===== src/rtl/fib_pkg.sv =====
// ---------------------------------------------------------------------------
// fib_pkg -- definitions shared by the Fibonacci generator and the binary to
// BCD converter that displays its result.
//
//   fib_state_t : IDLE / SHIFT / DONE sequencing states
//   FIB_W       : width of a Fibonacci result in bits
//   FIB_DIGITS  : decimal digits needed to show any FIB_W-bit value
// ---------------------------------------------------------------------------
package fib_pkg;

    localparam int FIB_W      = 32;
    localparam int FIB_DIGITS = 10;

    typedef enum logic [1:0] {
        IDLE  = 2'd0,
        SHIFT = 2'd1,
        DONE  = 2'd2
    } fib_state_t;

endpackage : fib_pkg


===== src/rtl/bcd_add3.sv =====
// ---------------------------------------------------------------------------
// bcd_add3 -- double-dabble digit correction. A BCD digit of 5 or more would
// become 10 or more after the next left shift, so 3 is added first and the
// carry then lands in the next digit.
//
//   d : BCD digit before correction (0..9)
//   q : corrected digit, ready to be shifted
// ---------------------------------------------------------------------------
module bcd_add3 (
    input  logic [3:0] d,
    output logic [3:0] q
);

    assign q = (d >= 4'd5) ? d + 4'd3 : d;

endmodule : bcd_add3


===== src/rtl/fib_bcd_conv.sv =====
// ---------------------------------------------------------------------------
// fib_bcd_conv -- sequential double-dabble converter that turns an unsigned
// binary value into packed BCD, one bit per clock.
//
// Parameters
//   IN_W   : binary input width
//   DIGITS : number of BCD output digits
//
// Ports
//   clk   : clock, all state changes on the rising edge
//   rst   : synchronous active-high reset
//   st    : start request, only looked at while idle
//   bin   : value to convert, captured together with st
//   busy  : high from the edge after capture until DONE is left
//   done  : one-cycle completion strobe, bcd is valid while it is high
//   bcd   : packed BCD result, digit 0 in bits [3:0]; held between results
//   blank : (only with FIB_BCD_BLANK_EN defined) leading-zero blanking mask,
//           bit i set when digit i and every higher digit are zero; bit 0
//           is never set so a zero result still shows one digit
//
// A conversion takes exactly IN_W SHIFT cycles plus one DONE cycle, so done
// rises IN_W edges after the edge that captured st, whatever the value.
// ---------------------------------------------------------------------------
module fib_bcd_conv
    import fib_pkg::*;
#(
    parameter int IN_W   = FIB_W,
    parameter int DIGITS = FIB_DIGITS
) (
    input  logic                  clk,
    input  logic                  rst,
    input  logic                  st,
    input  logic [IN_W-1:0]       bin,
    output logic                  busy,
    output logic                  done,
    output logic [4*DIGITS-1:0]   bcd
`ifdef FIB_BCD_BLANK_EN
    ,
    output logic [DIGITS-1:0]     blank
`endif
);

    localparam int CNT_W = $clog2(IN_W + 1);

    fib_state_t          state;
    logic [IN_W-1:0]     bin_sr;    // binary bits still to be consumed, MSB first
    logic [4*DIGITS-1:0] scratch;   // BCD value built so far
    logic [CNT_W-1:0]    cnt;       // shifts remaining in this conversion

    logic [4*DIGITS-1:0] corr;      // scratch after per-digit add-3
    logic [4*DIGITS-1:0] shifted;   // scratch after correction and shift

    for (genvar i = 0; i < DIGITS; i++) begin : g_add3
        bcd_add3 u_add3 (
            .d (scratch[4*i +: 4]),
            .q (corr[4*i +: 4])
        );
    end

    assign shifted = {corr[4*DIGITS-2:0], bin_sr[IN_W-1]};

`ifdef FIB_BCD_BLANK_EN
    logic [DIGITS-1:0] blank_nxt;
    logic              zero_run;

    // Walk from the most significant digit down; a digit is blank while every
    // digit from the top down to it is zero.
    always_comb begin
        // NOTE: every variable gets a default before any conditional or loop
        // assignment, so no path leaves it unassigned and no latch is inferred.
        blank_nxt = '0;
        zero_run  = 1'b1;
        for (int i = DIGITS - 1; i >= 1; i--) begin
            zero_run     = zero_run & (shifted[4*i +: 4] == 4'd0);
            blank_nxt[i] = zero_run;
        end
    end
`endif

    // NOTE: all state below is written with non-blocking assignments so every
    // register samples the values from before the edge, whatever the order of
    // statements inside the block.
    always_ff @(posedge clk) begin
        if (rst) begin
            state   <= IDLE;
            busy    <= 1'b0;
            done    <= 1'b0;
            bcd     <= '0;
            cnt     <= '0;
            scratch <= '0;
            bin_sr  <= '0;
`ifdef FIB_BCD_BLANK_EN
            blank   <= {{(DIGITS-1){1'b1}}, 1'b0};
`endif
        end else begin
            case (state)
                IDLE: begin
                    if (st) begin
                        bin_sr  <= bin;
                        scratch <= '0;
                        cnt     <= CNT_W'(IN_W);
                        busy    <= 1'b1;
                        state   <= SHIFT;
                    end
                end

                SHIFT: begin
                    // {scratch, bin_sr} behaves as one register; the bit that
                    // drops out of the top digit (always zero when DIGITS is
                    // large enough) re-enters at the bottom of bin_sr, where it
                    // can never reach the top again before the conversion ends.
                    scratch <= shifted;
                    bin_sr  <= {bin_sr[IN_W-2:0], corr[4*DIGITS-1]};
                    cnt     <= cnt - 1'b1;
                    if (cnt == CNT_W'(1)) begin
                        bcd   <= shifted;
`ifdef FIB_BCD_BLANK_EN
                        blank <= blank_nxt;
`endif
                        done  <= 1'b1;
                        state <= DONE;
                    end
                end

                DONE: begin
                    done  <= 1'b0;
                    busy  <= 1'b0;
                    state <= IDLE;
                end

                default: begin
                    done  <= 1'b0;
                    busy  <= 1'b0;
                    state <= IDLE;
                end
            endcase
        end
    end

endmodule : fib_bcd_conv


===== config.mk =====
export PLATFORM = sky130hd
export DESIGN_NAME = fib_bcd_conv
export DESIGN_NICKNAME = d
export VERILOG_FILES = /design/src/rtl/fib_pkg.sv /design/src/rtl/bcd_add3.sv /design/src/rtl/fib_bcd_conv.sv
export SDC_FILE = /design/constraint.sdc
export NUM_CORES = 1
export LEC_CHECK = 0
export ABC_CLOCK_PERIOD_IN_PS = 4500
export BUFFER_PORTS_ARGS = -buffer_cell sky130_fd_sc_hd__clkbuf_2
export CORE_UTILIZATION = 30
export DETAILED_ROUTE_END_ITERATION = 8
export MAX_ROUTING_LAYER = met4
export SLEW_MARGIN = 0
export SYNTH_ARGS = -nofsm -noshare
export SYNTH_HDL_FRONTEND = slang
export SYNTH_SLANG_ARGS = --single-unit

===== constraint.sdc =====
create_clock -name clk -period 4.5 [get_ports clk]
set_clock_uncertainty 0.05 [all_clocks]
set_input_delay 0.675 -clock clk [delete_from_list [all_inputs] [get_ports clk]]
set_output_delay 0.675 -clock clk [all_outputs]
set_load 0.05 [all_outputs]

==> results of run 1 <==
==> cell type report <==
cell class | count | area, sq um
Multi-Input combinational cell | 446 | 2870
Timing Repair Buffer | 83 | 435.4
Tap cell | 229 | 286.5
Inverter | 28 | 105.1
Fill cell | 1835 | 11390
Clock buffer | 19 | 452.9
Sequential cell | 122 | 2442
Clock inverter | 13 | 165.2
==> logic make-up (layout without fill, tap and decap cells) <==
family                   after synthesis  after routing
AO/OA/AOI/OAI                        159            159
XOR/XNOR                              10             10
adder cells (fa/ha/maj)               22             22
buffers and inverters                 73            143
flip-flops                           122            122
multiplexers                          17             17
AND/OR/NAND/NOR                      238            238
==> power by group <==
group | total (mW) | switching (mW) | internal [mW]
clock | 1.42 | 0.518 | 0.903
sequential | 1.16 | 0.0288 | 1.13
combinational | 0.282 | 0.170 | 0.112
total | 2.86 | 0.718 | 2.14
==> registers in the layout, summed over array words and instances, names as in the netlist <==
register and cells:
state 2, bin_sr 32, scratch 40, done 1
bcd 40, busy 1, cnt 6
==> placed cells by master (no fill, tap or decap), types with 2 or more instances in the layout <==
cell	synthesis	final
a2bb2o_1	6	6
a211oi_2	10	10
mux2_2	12	12
xnor2_1	10	10
buf_4	2	8
clkinv_2	0	2
bufinv_16	0	3
inv_6	0	3
nand2b_1	44	44
o32ai_1	6	6
mux2i_1	5	5
nor2_1	128	127
o22ai_1	22	22
inv_1	28	28
clkbuf_16	0	17
nand2_1	11	11
o2bb2ai_1	18	18
dfxtp_1	122	122
a22oi_1	7	7
a211oi_1	9	9
a2bb2oi_1	30	30
nor3_1	32	32
clkinvlp_4	0	4
o21ai_0	15	14
clkbuf_2	0	75
ha_1	22	22
a21oi_1	35	35
clkbuf_8	0	2
nor3b_1	16	16
nor4_1	2	2
==> worst max-delay path, delay by kind of cell, from the launching register on <==
kind	cells	cell delay, ns
buffers and inverters	2	0.95
flip-flops	1	0.32
multiplexers	1	0.25
AND/OR/NAND/NOR	3	0.47
==> how the worst max path moves through the flow <==
stage	from	cells past startpoint	slack [ns]	endpoint
after floorplan	st	7	2.62	bin_sr[29]$_SDFFE_PP0P_
after global placement	st	6	2.16	bin_sr[31]$_SDFFE_PP0P_
after detailed placement	st	6	2.17	bin_sr[31]$_SDFFE_PP0P_
after CTS	state[0]$_SDFFE_PP0P_	5	2.25	bcd[10]$_SDFFE_PP0P_
after global routing	state[0]$_SDFFE_PP0P_	4	2.05	scratch[0]$_SDFFE_PP0P_
final	state[0]$_SDFFE_PP0P_	6	2.30	bcd[27]$_SDFFE_PP0P_
==> per-stage QoR <==
stage | power [mW] | instances | setup WS (ns)
final | 2.859 | 940 | 2.298
after global routing | 2.987 | 940 | 2.046
after CTS | 2.892 | 940 | 2.250
after detailed placement | 1.462 | 908 | 2.167
after global placement | 1.460 | 908 | 2.157
after floorplan | 1.392 | 641 | 2.621
==> synthesized netlist by cell type <==
cell	instances
a2111oi_0	1
a211oi_1	9
a211oi_2	10
a21oi_1	35
a22oi_1	7
a2bb2o_1	6
a2bb2oi_1	30
buf_1	5
buf_2	3
buf_4	2
buf_6	2
clkbuf_1	33
dfxtp_1	122
ha_1	22
inv_1	28
mux2_2	12
mux2i_1	5
nand2_1	11
nand2b_1	44
nor2_1	128
nor3_1	32
nor3b_1	16
nor4_1	2
nor4_4	1
o21ai_0	15
o22ai_1	22
o2bb2ai_1	18
o32ai_1	6
or2_2	1
or3_4	1
or3b_2	1
or4_1	1
xnor2_1	10
==> layer usage <==
| metal | vias to the layer above | routed length (microns) |
|---|---|---|
| met1 | 2141 | 6704 |
| met2 | 105 | 5795 |
| met5 | - | 0 |
| met4 | 0 | 154 |
| li1 | 2359 | - |
| met3 | 13 | 680 |
==> impl_metrics.ini, run 1 <==
[floorplanning]
start_util_pct = 30.92
die_h_microns = 138.8
die_area_sq_um = 19250
num_rows = 49
die_w_microns = 138.8
fp.coreArea_sq_um = 18150
io_pins = 77

[sta]
period_needed_ns = 2.202
finalCritPeriodShare_pct = 48.94
rsz0062_at_grt = no
worst_pin_slew_ns = 1.103
relSlewSlack_pct = 26.39
setup_viol = 0
fin_setup_tns_ns = 0
max_freq_mhz = 454.1
slew_violations = 0
holdWs_ns = 0.4120
finalHoldViolations = 0

[cts]
cts_tree = done
clock_latency_ns = 0.42
clkSinkCount = 122
clk_pin_slew_ns = 0.06
cts_max_level = 4
clockBufferDepth = 2
numCtsBuffers = 17
post_cts_buffers = 0
cts_root_buf = clkbuf_16
cts_hold_buf = 0
post_cts_resized = 0

[logic_synthesis]
synth_area_sq_um = 5610
syn_nets = 698
synth_cell_types = 33
netlist_instances = 641
yosys.area_share.simple_pct = 20.41
synth_top_area_cell = dfxtp_1
synth_top_family_by_area = compound AO/OA/AOI/OAI gates
synth_mux_area_share_pct = 3.301
avgSynthCellArea_sq_um = 8.753
synth-xor-area-share_pct = 1.561
synthAdderAreaFrac_pct = 4.906
synth_compound_area_share_pct = 20.94
synth_seq_cells = 122
synth_warnings = 0
seq_area_frac_synth_pct = 43.53
synth.top_cell.area_share_pct = 43.53
synth_area_leaders = dfxtp_1 (44%), nor2_1 (8.6%), ha_1 (4.9%)

[grt]
first_global_vias = 4357
top_usage_layer = met2
grt_pass1_wl_microns = 22000
use_met2_pct = 21.61
grt_overflow_total = 0
grt_use_total_pct = 14.75
grt_max_degree = 70
grt_antenna_before_repair = 0
grt_use_met3_pct = 4.385
met1_usage_pct = 19.08

[setup_path]
crit_path_max_fanout = 56
worst-setup-path-type = flip-flop to flip-flop
slowest_stage = buf_4
worst_setup_path_end_kind = flip-flop
worstPathRequired_ns = 4.73
crit_chain = buf_4 -> nand2b_1 -> nor4_4 -> buf_4 -> mux2i_1 -> nor2_1
worstPathArrival_ns = 2.43
crit_path_start_kind = flip-flop
cp_slowest_stage_delay_ns = 0.60
r2r-end = bcd[27]$_SDFFE_PP0P_
reg2reg_depth = 6
r2r_slack_ns = 2.30
timing.rr.start = state[0]$_SDFFE_PP0P_
critPathMostFrequentCell = buf_4

[worst_hold_path]
holdPathStages = 2
hold_end = busy$_SDFFE_PP0P_
holdCritStartpoint = busy$_SDFFE_PP0P_
min_path_type = flip-flop to flip-flop

[place]
port_buffers = 76
dp_hpwl_microns = 8180
gp_congestion = 0.7966
placed_cell_area_sq_um = 6140

[drt]
vias = 4618
drc = 6
routed_via_density = 4.913
ant_nets = 0
drt_iter0_markers = 278
avgRoutedWirePerCell_microns = 14.19
totalWireLength_microns = 13330
firstDrtPassIters = 6

[final_layout]
final_cell_area_sq_um = 6758
drive_gt1_share_pct = 19.97
fin_nets = 755
diodes = 0
utilization_pct = 37.24
syn2layout_area_growth_pct = 20.45

[power_and_ir_drop]
leakage_nw = 2.632
power.ir.vdd_worst_uv = 374.0
p_per_area_nw_per_um2 = 423.1

[run]
cap_violations = 0

[outcome]
failed_checks = DRC
outcome = complete, but fails checks
Power figures use the tool's default switching activity.
==> inputs of run 2 (changes only) <==
- ABC_CLOCK_PERIOD_IN_PS: 4500 -> 2300
- clock period: 4.5 -> 2.3 ns (I/O delays scaled with it)
==> impl_metrics.ini, run 2 (synthesis gave the netlist of run 1 again) <==
[sta]
rsz0062_at_grt = no
finalHoldViolations = 0
relSlewSlack_pct = 64.55
slew_violations = 0
max_freq_mhz = 526.5
worst_pin_slew_ns = 0.5318
fin_setup_tns_ns = 0
setup_viol = 0
period_needed_ns = 1.899
finalCritPeriodShare_pct = 82.57

[grt]
grt_pass1_wl_microns = 22200
grt_antenna_before_repair = 0
grt_overflow_total = 0
grt_use_total_pct = 14.89
first_global_vias = 4458
grt_max_degree = 48

[setup_path]
crit_chain = or3_4 -> nor4_4 -> buf_4 -> mux2i_1 -> nor2_1
worst-setup-path-type = flip-flop to flip-flop
worstPathArrival_ns = 2.13
worst_setup_path_end_kind = flip-flop
slowest_stage = or3_4
crit_path_max_fanout = 24
crit_path_start_kind = flip-flop
cp_slowest_stage_delay_ns = 0.43
worstPathRequired_ns = 2.53

[final_layout]
drive_gt1_share_pct = 20.28
stdcell_count = 949
diodes = 0
fillers = 1879
syn2layout_area_growth_pct = 20.74
reg_top3 = bcd x40, scratch x40, bin_sr x32
fin_nets = 766
utilization_pct = 37.33
mostFrequentLayoutCells = nor2_1 (127), dfxtp_1 (122), clkbuf_2 (75), nand2b_1 (44), a21oi_1 (35)
final_common_cell = nor2_1
seq_area_sq_um = 2442
multiInputGateArea_sq_um = 2870
final_cell_area_sq_um = 6774

[cts]
numCtsBuffers = 17
clk_pin_slew_ns = 0.05
post_cts_resized = 0
cts_tree = done
clock_latency_ns = 0.41
cts_max_level = 4
cts_root_buf = clkbuf_16
cts_hold_buf = 0
clkSinkCount = 122
clockBufferDepth = 2
post_cts_buffers = 0

[drt]
avgRoutedWirePerCell_microns = 13.85
drc = 13
routedLengthMet1_microns = 6595
totalWireLength_microns = 13150
ant_nets = 0
drt_iter0_markers = 229
routed_via_density = 4.805
firstDrtPassIters = 6
vias = 4560
top_layer_used = met4
dr_wl_met2_microns = 5666
wl_met3_microns = 763

[place]
dp_hpwl_microns = 8667
placed_cell_area_sq_um = 6222
port_buffers = 76
gp_congestion = 0.7650
place_inst = 919

[power_and_ir_drop]
clkPwrFrac_pct = 47.0
p_per_area_nw_per_um2 = 787.8
p_switching_mw = 1.294
leakage_nw = 2.656
finalPower_mw = 5.336
switching_share_pct = 24.25
power.ir.vdd_worst_uv = 532.2
combPwrFrac_pct = 10.6
power.internal_mw = 4.043
seqPwrFrac_pct = 42.4

[floorplanning]
num_rows = 49
die_h_microns = 138.8
start_util_pct = 30.92
die_w_microns = 138.8
io_pins = 77
die_area_sq_um = 19250
fp.coreArea_sq_um = 18150

[outcome]
failed_checks = DRC
outcome = complete, but fails checks

[worst_hold_path]
min_path_type = input pin to flip-flop

[run]
cap_violations = 0
[run 2: cell count changes in the layout (fill, tap and decap cells not counted), sizes merged]
cell	previous run	this run
inv	31	29
bufinv	3	2
clkinv	3	2
clkinvlp	4	2
clkbuf	94	98
buf	8	19
[run 2: worst paths after layout]
kind,cells after the start,slack (ns),to,startpoint
worst min register to register,2,0.42,busy$_SDFFE_PP0P_,busy$_SDFFE_PP0P_
worst min-delay path,2,0.20,bcd[3]$_SDFFE_PP0P_,rst
worst max-delay path,5,0.40,bcd[27]$_SDFFE_PP0P_,cnt[2]$_SDFFE_PP0P_
worst max register to register,5,0.40,bcd[27]$_SDFFE_PP0P_,cnt[2]$_SDFFE_PP0P_
[run 2: worst max-delay path, delay by kind of cell (launching register included)]
family	cells	cell delay [ns]
buf+inv	1	0.36
flops	1	0.34
simple gates	3	0.77
mux	1	0.23
[run 2: layer usage]
| metal | vias to the layer above | track usage [%] |
|---|---|---|
| met3 | 9 | 5.249 |
| met5 | - | - |
| met4 | 0 | 4.912 |
| met1 | 2095 | 19.08 |
| li1 | 2370 | - |
| met2 | 86 | 21.67 |
[run 2: metrics by stage]
| step | hold WS (ns) | setup slack [ns] |
|---|---|---|
| floorplan | 0.3986 | 0.6316 |
| CTS | 0.1895 | 0.3984 |
| global placement | 0.3972 | 0.4414 |
| detailed placement | 0.4086 | 0.4024 |
| finish | 0.2047 | 0.4008 |
| global route | 0.2072 | 0.2836 |
[run 2: layout make-up]
type | instances | share of cell area, %
Inverter | 28 | 1.552
Clock inverter | 7 | 1.385
Multi-Input combinational cell | 446 | 42.37
Sequential cell | 122 | 36.05
Tap cell | 229 | 4.230
Timing Repair Buffer | 94 | 7.647
Clock buffer | 23 | 6.760
[run 2: power groups by stage]
stage | clock network [mW] | registers [mW] | logic [mW]
floorplan | 0 | 2.34 | 0.384
global route | 2.69 | 2.27 | 0.632
detailed placement | 0 | 2.30 | 0.572
CTS | 2.58 | 2.26 | 0.573
global placement | 0 | 2.30 | 0.567
finish | 2.51 | 2.26 | 0.565
